--- config.mk ---
export PLATFORM = sky130hd
export DESIGN_NAME = hazard_fwd_unit
export DESIGN_NICKNAME = d
export VERILOG_FILES = /design/src/rtl/hazard_pkg.sv /design/src/rtl/fwd_compare.sv /design/src/rtl/hazard_fwd_unit.sv
export SDC_FILE = /design/constraint.sdc
export NUM_CORES = 1
export LEC_CHECK = 0
export CAP_MARGIN = 20
export CORE_MARGIN = 2
export CORE_UTILIZATION = 51
export DETAILED_ROUTE_END_ITERATION = 10
export MAX_ROUTING_LAYER = met4
export PLACE_DENSITY = 0.85
export SYNTH_ARGS = -nofsm -noshare
export SYNTH_HDL_FRONTEND = slang
export SYNTH_SLANG_ARGS = --single-unit
--- constraint.sdc ---
create_clock -name clk_i -period 3.86 [get_ports clk_i]
set_input_delay 0.772 -clock clk_i [delete_from_list [all_inputs] [get_ports clk_i]]
set_output_delay 0.772 -clock clk_i [all_outputs]
set_load 0.02 [all_outputs]
--- src/rtl/hazard_pkg.sv ---
// Shared types for the hazard/forwarding unit: forwarding select encoding,
// FSM states and the EX/MEM destination-register shadow.
package hazard_pkg;

  localparam int REG_W = 5;

  typedef logic [1:0] fwd_sel_t;
  localparam fwd_sel_t FWD_RF    = 2'b00;
  localparam fwd_sel_t FWD_EXMEM = 2'b01;
  localparam fwd_sel_t FWD_MEMWB = 2'b10;

  typedef enum logic [0:0] {
    ST_RUN      = 1'b0,
    ST_MEM_WAIT = 1'b1
  } state_t;

  typedef struct packed {
    logic [REG_W-1:0] rd;
    logic             wr;
    logic             load;
  } shadow_t;

  // x0 is hardwired to zero, so a write to it never produces a forward
  function automatic logic reg_match(input logic [REG_W-1:0] src, input logic used,
                                     input logic [REG_W-1:0] rd, input logic wr);
    return used & wr & (rd != '0) & (src == rd);
  endfunction

endpackage

--- src/rtl/fwd_compare.sv ---
// Per-operand match against the EX and MEM shadows; EX wins over MEM because
// it holds the younger result.
module fwd_compare
  import hazard_pkg::*;
(
  input  logic [REG_W-1:0] src_i,
  input  logic             used_i,
  input  shadow_t          ex_i,
  input  shadow_t          mem_i,
  output fwd_sel_t         sel_o,
  output logic             ex_hit_o
);

  logic mem_hit;

  assign ex_hit_o = reg_match(src_i, used_i, ex_i.rd, ex_i.wr);
  assign mem_hit  = reg_match(src_i, used_i, mem_i.rd, mem_i.wr);

  always_comb begin
    sel_o = FWD_RF;
    if (ex_hit_o)     sel_o = FWD_EXMEM;
    else if (mem_hit) sel_o = FWD_MEMWB;
  end

endmodule

--- src/rtl/hazard_fwd_unit.sv ---
// Hazard detection and forwarding-select generation beside the ID stage,
// with a saturating stall-cycle counter.
module hazard_fwd_unit
  import hazard_pkg::*;
#(
  parameter int REG_ADDR_W = REG_W,
  parameter int CNT_W      = 16
) (
  input  logic                  clk_i,
  input  logic                  rst_i,
  input  logic                  id_valid_i,
  input  logic [REG_ADDR_W-1:0] id_rs1_i,
  input  logic [REG_ADDR_W-1:0] id_rs2_i,
  input  logic                  id_rs1_used_i,
  input  logic                  id_rs2_used_i,
  input  logic [REG_ADDR_W-1:0] id_rd_i,
  input  logic                  id_reg_write_i,
  input  logic                  id_mem_read_i,
  input  logic                  mem_req_i,
  input  logic                  mem_ready_i,
  input  logic                  ex_branch_taken_i,
  output logic [1:0]            fwd_a_o,
  output logic [1:0]            fwd_b_o,
  output logic                  pc_stall_o,
  output logic                  if_id_stall_o,
  output logic                  id_ex_bubble_o,
  output logic                  freeze_o,
  output logic                  flush_o,
  output logic [CNT_W-1:0]      stall_cnt_o
);

  state_t           state_q, state_d;
  shadow_t          ex_q, ex_d, mem_q, mem_d;
  fwd_sel_t         fwd_a_q, fwd_a_d, fwd_b_q, fwd_b_d;
  fwd_sel_t         sel_a, sel_b;
  logic             hit_a, hit_b;
  logic [CNT_W-1:0] cnt_q, cnt_d;
  logic             freeze, flush, bubble, load_use;

  fwd_compare u_fwd_a (
    .src_i    (id_rs1_i),
    .used_i   (id_rs1_used_i),
    .ex_i     (ex_q),
    .mem_i    (mem_q),
    .sel_o    (sel_a),
    .ex_hit_o (hit_a)
  );

  fwd_compare u_fwd_b (
    .src_i    (id_rs2_i),
    .used_i   (id_rs2_used_i),
    .ex_i     (ex_q),
    .mem_i    (mem_q),
    .sel_o    (sel_b),
    .ex_hit_o (hit_b)
  );

  always_comb begin
    state_d  = state_q;
    freeze   = 1'b0;
    load_use = id_valid_i & ex_q.load & (hit_a | hit_b);
    case (state_q)
      ST_RUN: begin
        if (mem_req_i && !mem_ready_i) begin
          state_d = ST_MEM_WAIT;
          freeze  = 1'b1;
        end
      end
      ST_MEM_WAIT: begin
        if (mem_ready_i) state_d = ST_RUN;
        else             freeze  = 1'b1;
      end
      default: state_d = ST_RUN;
    endcase
    // a taken branch kills the stale ID instruction, so its load-use stall is moot
    flush  = ex_branch_taken_i & ~freeze;
    bubble = load_use & ~flush & ~freeze;
  end

  always_comb begin
    ex_d    = ex_q;
    mem_d   = mem_q;
    fwd_a_d = fwd_a_q;
    fwd_b_d = fwd_b_q;
    if (!freeze) begin
      mem_d = ex_q;
      if (flush || bubble) begin
        ex_d    = '0;
        fwd_a_d = FWD_RF;
        fwd_b_d = FWD_RF;
      end else begin
        ex_d.rd   = id_rd_i;
        ex_d.wr   = id_valid_i & id_reg_write_i;
        ex_d.load = id_valid_i & id_mem_read_i;
        fwd_a_d   = sel_a;
        fwd_b_d   = sel_b;
      end
    end
  end

  always_comb begin
    cnt_d = cnt_q;
    if ((freeze || bubble) && (cnt_q != '1)) cnt_d = cnt_q + CNT_W'(1);
  end

  always_ff @(posedge clk_i or posedge rst_i) begin
    if (rst_i) begin
      state_q <= ST_RUN;
      ex_q    <= '0;
      mem_q   <= '0;
      fwd_a_q <= FWD_RF;
      fwd_b_q <= FWD_RF;
      cnt_q   <= '0;
    end else begin
      state_q <= state_d;
      ex_q    <= ex_d;
      mem_q   <= mem_d;
      fwd_a_q <= fwd_a_d;
      fwd_b_q <= fwd_b_d;
      cnt_q   <= cnt_d;
    end
  end

  // controls are combinational, so gate them to keep them low during reset
  assign freeze_o       = freeze & ~rst_i;
  assign flush_o        = flush & ~rst_i;
  assign id_ex_bubble_o = bubble & ~rst_i;
  assign if_id_stall_o  = bubble & ~rst_i;
  assign pc_stall_o     = (freeze | bubble) & ~rst_i;
  assign fwd_a_o        = fwd_a_q;
  assign fwd_b_o        = fwd_b_q;
  assign stall_cnt_o    = cnt_q;

endmodule

# Word-level counts from Yosys, hierarchy flattened
# Cells that the tools add are included.
# totals
in_bits	25
romBits	0
ff_bits	34
mem_bits_rw	0
latchBits	0
out_inout_bits	25
wordCells	61
memories	0
# classes
n_lt_le_gt_ge	0
multipliers	0
bitwise_logic	29
n_eq_ne	5
muxes	10
n_addsub	1
n_div	0
n_reduce_logical	7
shifts	0
# ops
cell	n
$and 1x1->1	23
$eq 5x5->1	4
$add 16x1->16 const B	1
$ne 16x16->1 const B	1
$mux 2	6
$reduce_bool 5->1	2
$mux 7	1
$not 1->1	4
$logic_and 1x1->1	2
$logic_or 1x1->1	2
$mux 1	2
$or 1x1->1	2
$pmux 1 s2	1
$logic_not 1->1	1

# Depth between registers and ports, before layout
# Gate-level depths: netlist (run 1).
# logic_depth
ltp_word	11
mapped_depth	9
mapped_depth_nobuf	7

# Hierarchy
# From an unflattened synthesis (run 1), not the netlist that was laid out.
# unflattened
cells_unflattened	189
hier_area_um2	1961.9
# by_module_without_submodules
mod	seq_area_each_um2	cells_each	instances	area_each_um2
hazard_fwd_unit	875.8	149	1	1631.6
fwd_compare	0.0	20	2	165.2

# Worst setup path after synthesis (run 1)
# No wires, ideal clock.
# synth_path
path_kind	input to output
start	in id_rs1_i[0]
end	out if_id_stall_o
n_path_buf	1
stages	6
setup_slack_ns	0.521
required_ns	3.088
arrival_ns	2.567
cell_sequence	xor2_1 > nor4_1 > nand3_1 > a2111o_1 > nor3_1 > buf_4
# synth_between
elab_chain_len	7
# synth_lines
element	line	source
start, declared	hazard_fwd_unit.sv:12	input logic [REG_ADDR_W-1:0] id_rs1_i,
$eq 5x5->1	hazard_pkg.sv:26	return used & wr & (rd != '0) & (src == rd);
$and 1x1->1	hazard_pkg.sv:26	
$or 1x1->1	hazard_fwd_unit.sv:61	load_use = id_valid_i & ex_q.load & (hit_a | hit_b);
$and 1x1->1	hazard_fwd_unit.sv:61	
$and 1x1->1 (2 in a row)	hazard_fwd_unit.sv:77	bubble = load_use & ~flush & ~freeze;
$and 1x1->1	n/a	
end, declared	hazard_fwd_unit.sv:25	output logic if_id_stall_o,
# Every way passes these cells.

# Worst setup path after layout (run 1)
# layout_path
start	in id_rs1_i[3]
end	out if_id_stall_o
# layout_between
elab_chain_len	7
# layout_lines
element	line	source
$eq 5x5->1	hazard_pkg.sv:26	
$and 1x1->1	hazard_pkg.sv:26	
$or 1x1->1	hazard_fwd_unit.sv:61	
$and 1x1->1	hazard_fwd_unit.sv:61	
$and 1x1->1 (2 in a row)	hazard_fwd_unit.sv:77	
$and 1x1->1	hazard_fwd_unit.sv:128	assign if_id_stall_o = bubble & ~rst_i;
# Every way passes these cells.

==> results_dict.tcl, run 1 <==
set metrics [dict create \
    timing.hold.worst.start "stall_cnt_o[10]" \
    post_synth_main_area_contributors "sky130_fd_sc_hd__dfrtp_1 (49%), sky130_fd_sc_hd__xor2_1 (11%), sky130_fd_sc_hd__xnor2_1 (6.6%)" \
    antenna_cells 0 \
    gp_congestion 0.879 \
    cp.required_ns 3.09 \
    rrSetupSlack_ns 1.12 \
    totalNegativeSetupSlack_ns 0 \
    via_count_of_the_first_global_routing_pass 1631 \
    final_hold_viol_count 0 \
    fraction_of_layout_cells_with_a_size_suffix_above_1 0.117 \
    worst_pin_slew_ns 0.536 \
    global_route.usage.met1 0.305 \
    clk_pin_slew_worst_paths_ns 0.10 \
    slew_headroom 0.642 \
    post-cts-setup-buffer-count 0 \
    finalCritPeriodShare 0.959 \
    globalRouteTotalUtil 0.254 \
    post_cts_resized 3 \
    floorplan.core_area_um2 3310 \
    ir_drop_mv 0.433 \
    finalWorstPathRequiredPeriod_ns 3.70 \
    cap_violations 0 \
    timing.final.max_slew_violations 0 \
    highest_clock_frequency_the_design_can_meet_ghz 0.270 \
    path_class "in -> out" \
    synthesis_to_layout_area_growth_pct 37.9 \
    antenna_left 0 \
    clk-insertion-delay-late_ns 0.34 \
    synth_top_cell_by_area "sky130_fd_sc_hd__dfrtp_1" \
    grt_max_degree 35 \
    sum_of_net_half_perimeters_after_detailed_placement_um 3220 \
    drc_errors 0 \
    run_status "complete, no violations" \
    clock_power_share 0.225 \
    post_synth_instance_area_um2 1730 \
    synth.yosys.seq_area_share 0.491 \
    synth_top_cell_area_share 0.491 \
    routed_wl_um 4330 \
    synthesis.yosys.warnings 0 \
    layout.cells.non_filler 277 \
    share_comb_of_total_power 0.288 \
    buffer_ports.inserted 49 \
    switching_share_of_power 0.326 \
    synth-edff-count 0 \
    finalInstanceArea_um2 2390 \
    syn_avg_cell_area_um2 10.2 \
    synthCells 169 \
    yosysUniqueCellTypes 31 \
    async_reset_ff_frac 1.00 \
    global_route_congestion_overflow_total 0 \
    rows 21 \
    grt_pass1_wl_um 7530 \
    clock_tree.buffer_depth 2 \
    most_congested_layer_reported_by_global_routing "met2" \
    place.detailed.instances 269 \
    power_density_normalized_to_cell_area_nw_per_um2 390 \
    initial_core_util 0.523 \
    dominantRegCellSynth "sky130_fd_sc_hd__dfrtp_1" \
    post-synth-top-count-cell "sky130_fd_sc_hd__dfrtp_1" \
    die_area_um2 3880 \
    tritoncts_clock_tree "built" \
    gr_met3_demand_resource 0.0507 \
    die-width_um 62.3 \
    finalSetupViolations 0 \
    antenna_violations_before_repair 0 \
    p_leak_uw 0.00111 \
    grt.met2_usage 0.421 \
    post_dp_cell_area_um2 2330 \
    route.detailed.vias_per_inst 5.46 \
    hold_buffers_post_cts 0 \
    numCtsBuffers 5 \
    cts_sinks 34 \
    worst_hold_path_type "reg -> reg" \
    detailedRoute.firstIterationViolations 44 \
    pwr-share-seq 0.487 \
    synth-seq-cells 34 \
    floorplan.io_pins 50 \
    vias 1512 \
    cp_data_arrival_time_ns 2.93 \
    commonest_cells_post_synth "sky130_fd_sc_hd__dfrtp_1 (34), sky130_fd_sc_hd__nand2_1 (28), sky130_fd_sc_hd__xor2_1 (21)" \
    syn_nets 195 \
    endpoint_kind "output port" \
    number_of_h_tree_levels 2 \
    critical_path.max_fanout 3 \
    clockRootBuffer "sky130_fd_sc_hd__clkbuf_4" \
    internal_power_uw 627 \
    final_net_count 256 \
    worst_skew_ns 0.00853 \
    worstSetupStartpointType "input port" \
    drt_pass1_iterations 4 \
    startpoint "id_rs1_i[3]" \
    floorplan.die.height_um 62.3 \
    r2r-start "ex_q[2]" \
    drt-wirelength-per-cell_um 15.6 \
    unrepaired_setup_endpoints_after_global_routing "false" \
    switchingPower_uw 304 \
]
-- per-stage QoR --
step | setup WS, ns | power [µW] | util | hold slack, ns
detailed placement | -0.136 | 731 | 0.704 | 0.489
CTS | 0.144 | 941 | 0.721 | 0.503
global placement | -0.0285 | 717 | 0.704 | 0.468
global route | 0.00954 | 986 | 0.721 | 0.513
finish | 0.157 | 931 | 0.721 | 0.505
floorplan | 0.521 | 597 | - | 0.458
-- layout by cell type (no fill, tap or decap), types with 2 or more instances in the layout --
cell type and n:
sky130_fd_sc_hd__clkdlybuf4s50_1 46, sky130_fd_sc_hd__dfrtp_1 34, sky130_fd_sc_hd__nand2_1 28, sky130_fd_sc_hd__xor2_1 21, sky130_fd_sc_hd__xnor2_1 13, sky130_fd_sc_hd__buf_4 11
sky130_fd_sc_hd__nor2_1 9, sky130_fd_sc_hd__and3_1 8, sky130_fd_sc_hd__nand3_1 8, sky130_fd_sc_hd__a22o_1 6, sky130_fd_sc_hd__nand4_1 5, sky130_fd_sc_hd__clkbuf_4 5
sky130_fd_sc_hd__nor4_1 4, sky130_fd_sc_hd__a21oi_1 3, sky130_fd_sc_hd__dlygate4sd2_1 3, sky130_fd_sc_hd__and2_1 2, sky130_fd_sc_hd__or4_1 2, sky130_fd_sc_hd__nor3_1 2
sky130_fd_sc_hd__inv_1 2, sky130_fd_sc_hd__o31ai_1 2, sky130_fd_sc_hd__a32o_1 2
-- logic make-up (layout without fill, tap and decap cells) --
| family | after synthesis | after routing | synth area share |
|---|---|---|---|
| and+or+nand+nor | 71 | 71 | 0.199 |
| xor gates and xnor gates | 34 | 34 | 0.172 |
| DFF | 34 | 34 | 0.491 |
| AOI/OAI and AO/OA | 20 | 20 | 0.102 |
| buffers and inverters | 8 | 70 | 0.0217 |
| adders and majority gates | 1 | 1 | 0.00722 |
| muxes | 1 | 1 | 0.00650 |
-- final cells by class --
| cell class | count | area (µm²) |
|---|---|---|
| Clock buffer | 7 | 55.1 |
| Clock inverter | 1 | 5.00 |
| Fill cell | 265 | 922 |
| Inverter | 2 | 7.51 |
| Multi-Input combinational cell | 127 | 843 |
| Sequential cell | 34 | 851 |
| Tap cell | 46 | 57.6 |
| Timing Repair Buffer | 60 | 569 |
-- flip-flops by register name, summed over array words and instances (netlist names) --
register / flops
mem_q: 6
fwd_b_o: 2
stall_cnt_o: 16
state_q: 1
fwd_a_o: 2
ex_q: 7
-- worst paths after layout --
kind,endpoint,depth (start not counted)
min in group asynchronous,stall_cnt_o[12],3
max in group asynchronous,stall_cnt_o[15],3
min,stall_cnt_o[10],1
max reg2reg,stall_cnt_o[4],8
max,if_id_stall_o,7
min reg2reg,stall_cnt_o[10],1
-- power groups by stage --
stage,Combinational (µW),Clock [µW],Sequential [µW]
floorplan,109,0,487
detailed placement,271,0,460
CTS,272,215,454
global route,292,232,462
finish,268,209,454
global placement,261,0,456
-- routing by layer --
metal / up-vias / wire length, µm
met1: 729 / 1830
met2: 60 / 2210
met5: - / 0
met4: 0 / 113
li1: 709 / -
met3: 14 / 180
-- worst max-delay path: stages --
cell,delay (ns)
sky130_fd_sc_hd__clkdlybuf4s50_1,0.45
sky130_fd_sc_hd__xor2_1,0.16
sky130_fd_sc_hd__nor4_1,0.30
sky130_fd_sc_hd__nand3_1,0.17
sky130_fd_sc_hd__a2111o_1,0.47
sky130_fd_sc_hd__nor3_1,0.23
sky130_fd_sc_hd__dlygate4sd2_1,0.37
No activity file was read; power rests on OpenSTA's default activity.
==> run 2, diff against run 1 <==
--- a/config.mk
+++ b/config.mk
@@ -6,7 +6,6 @@
 export NUM_CORES = 1
 export LEC_CHECK = 0
 export CAP_MARGIN = 20
-export CORE_MARGIN = 2
 export CORE_UTILIZATION = 51
 export DETAILED_ROUTE_END_ITERATION = 10
 export MAX_ROUTING_LAYER = met4
==> run 2 against run 1 <==
  * Clock power is 2% lower
  * Sequential share of layout area is 0.13 points lower
  * Non-clock buffer count is 1 higher
  * Highest routed layer unchanged
==> results_dict.tcl, run 2 (synthesis results as in run 1) <==
set metrics [dict create \
    floorplan.core_area_um2 3130 \
    drc_errors 0 \
    final-seq-area_um2 851 \
    post_dp_cell_area_um2 2340 \
    rows 20 \
    timing.final.max_slew_violations 0 \
    fraction_of_layout_cells_with_a_size_suffix_above_1 0.121 \
    r2r-end "stall_cnt_o[1]" \
    grt_max_degree 35 \
    worst_hold_path_type "reg -> reg" \
    initial_core_util 0.554 \
    number_of_h_tree_levels 2 \
    cts_sinks 34 \
    internal_power_uw 629 \
    gp_congestion 0.918 \
    route.detailed.vias_per_inst 5.38 \
    clk-insertion-delay-late_ns 0.34 \
    critical_path.max_stage_delay_ns 0.47 \
    pre_cts_worst_setup_slack_ns -0.0443 \
    ir_drop_mv 0.483 \
    run_status "complete, no violations" \
    finalSetupViolations 0 \
    routed_wl_um 4110 \
    r2r_cells 7 \
    detailedRoute.firstIterationViolations 61 \
    power_density_normalized_to_cell_area_nw_per_um2 387 \
    cp.required_ns 3.09 \
    slew_headroom 0.652 \
    post-cts-setup-buffer-count 0 \
    finalInstanceArea_um2 2400 \
    clock_power_share 0.221 \
    highest_clock_frequency_the_design_can_meet_ghz 0.275 \
    clock_tree.buffer_depth 2 \
    antenna_left 0 \
    drt-wirelength-per-cell_um 14.9 \
    hold_path_depth 1 \
    finalCoreUtilization 0.766 \
    drt_pass1_iterations 4 \
    largest_reg_flops 16 \
    grt_pass1_wl_um 6620 \
    clk_pin_slew_worst_paths_ns 0.11 \
    startpoint "id_rs1_i[0]" \
    globalRouteTotalUtil 0.264 \
    die_area_um2 3630 \
    min_to "stall_cnt_o[4]" \
    cp_data_arrival_time_ns 2.87 \
    path_delay_family "buffers and inverters" \
    unrepaired_setup_endpoints_after_global_routing "false" \
    r2r-start "ex_q[2]" \
    buffer_ports.inserted 49 \
    place.detailed.instances 268 \
    final_hold_viol_count 0 \
    path_class "in -> out" \
    clockRootBuffer "sky130_fd_sc_hd__clkbuf_4" \
    worst_pin_slew_ns 0.522 \
    footprint_of_the_multi_input_gates_um2 843 \
    fillerInstances 206 \
    post_cts_resized 2 \
    critical_path.max_fanout 3 \
    antenna_cells 0 \
    via_count_of_the_first_global_routing_pass 1515 \
    antenna_violations_before_repair 0 \
    die-width_um 60.3 \
    switching_share_of_power 0.322 \
    tritoncts_clock_tree "built" \
    worst_skew_ns 0.0153 \
    worstSetupStartpointType "input port" \
    p_leak_uw 0.00112 \
    endpoint_kind "output port" \
    floorplan.io_pins 50 \
    critPathBufInv 2 \
    synthesis_to_layout_area_growth_pct 38.4 \
    layout.cells.non_filler 276 \
    final_cell_mix "sky130_fd_sc_hd__clkdlybuf4s50_1 (46), sky130_fd_sc_hd__dfrtp_1 (34), sky130_fd_sc_hd__nand2_1 (28)" \
    totalPowerFinal_uw 927 \
    most_common_cell_after_layout_fill_and_taps_aside "sky130_fd_sc_hd__clkdlybuf4s50_1" \
    floorplan.die.height_um 60.3 \
    critical_path.cell_chain "clkdlybuf4s50_1 -> xor2_1 -> nor4_1 -> nand3_1 -> a2111o_1 -> nor3_1 -> dlygate4sd2_1" \
    sum_of_net_half_perimeters_after_detailed_placement_um 3110 \
    switchingPower_uw 298 \
    vias 1486 \
    timing.final.ws_setup_ns 0.220 \
    final_net_count 257 \
    finalCritPeriodShare 0.943 \
    global_route_congestion_overflow_total 0 \
    finalWorstPathRequiredPeriod_ns 3.64 \
    cap_violations 0 \
    timing.hold.worst.start "stall_cnt_o[4]" \
    rrSetupSlack_ns 1.17 \
    pwr-share-seq 0.487 \
    timing.critical_path.slowest_stage_cell "sky130_fd_sc_hd__a2111o_1" \
    numCtsBuffers 5 \
    share_comb_of_total_power 0.292 \
    hold_buffers_post_cts 0 \
]
==> run 2: how the worst max path moves through the flow <==
stage | slack (ns) | to | depth (start not counted)
final | 0.22 | id_ex_bubble_o | 7
after floorplan | 0.52 | if_id_stall_o | 6
after detailed placement | -0.04 | id_ex_bubble_o | 7
after CTS | 0.02 | pc_stall_o | 7
after global placement | -0.03 | id_ex_bubble_o | 7
after global routing | 0.15 | if_id_stall_o | 7
==> run 2: final cells by class <==
class / instances / area share
flip-flops and latches: 34 / 0.355
multi-input cells: 127 / 0.352
clock inverters: 1 / 0.00209
well taps: 44 / 0.0230
inverters: 2 / 0.00313
clock buffers: 7 / 0.0230
repair buffers: 61 / 0.242
==> run 2: power by group through the flow <==
stage	logic (µW)	clock network [µW]	registers (µW)
after global routing	292	225	460
final	271	205	452
after global placement	262	0	455
after floorplan	109	0	487
after detailed placement	272	0	459
after CTS	273	211	453
==> run 2: worst register-to-register path: stages (launching register included) <==
cell and delay, ns:
sky130_fd_sc_hd__dfrtp_1 0.47, sky130_fd_sc_hd__xor2_1 0.20, sky130_fd_sc_hd__nor4_1 0.30, sky130_fd_sc_hd__nand3_1 0.15, sky130_fd_sc_hd__a2111o_1 0.47, sky130_fd_sc_hd__buf_4 0.17, sky130_fd_sc_hd__a21oi_2 0.43, sky130_fd_sc_hd__mux2_2 0.40
==> run 2: layer usage <==
| layer | global-route usage | part of all wire |
|---|---|---|
| met1 | 0.303 | 0.41 |
| met2 | 0.433 | 0.50 |
| met3 | 0.0649 | 0.054 |
| met4 | 0.120 | 0.029 |
| met5 | - | 0 |
==> run 2: per-stage QoR <==
| stage | TNS (ns) | hold slack (ns) |
|---|---|---|
| finish | 0 | 0.494 |
| global route | 0 | 0.511 |
| CTS | 0 | 0.500 |
| detailed placement | -0.0882 | 0.476 |
| global placement | -0.0588 | 0.463 |
| floorplan | 0 | 0.458 |
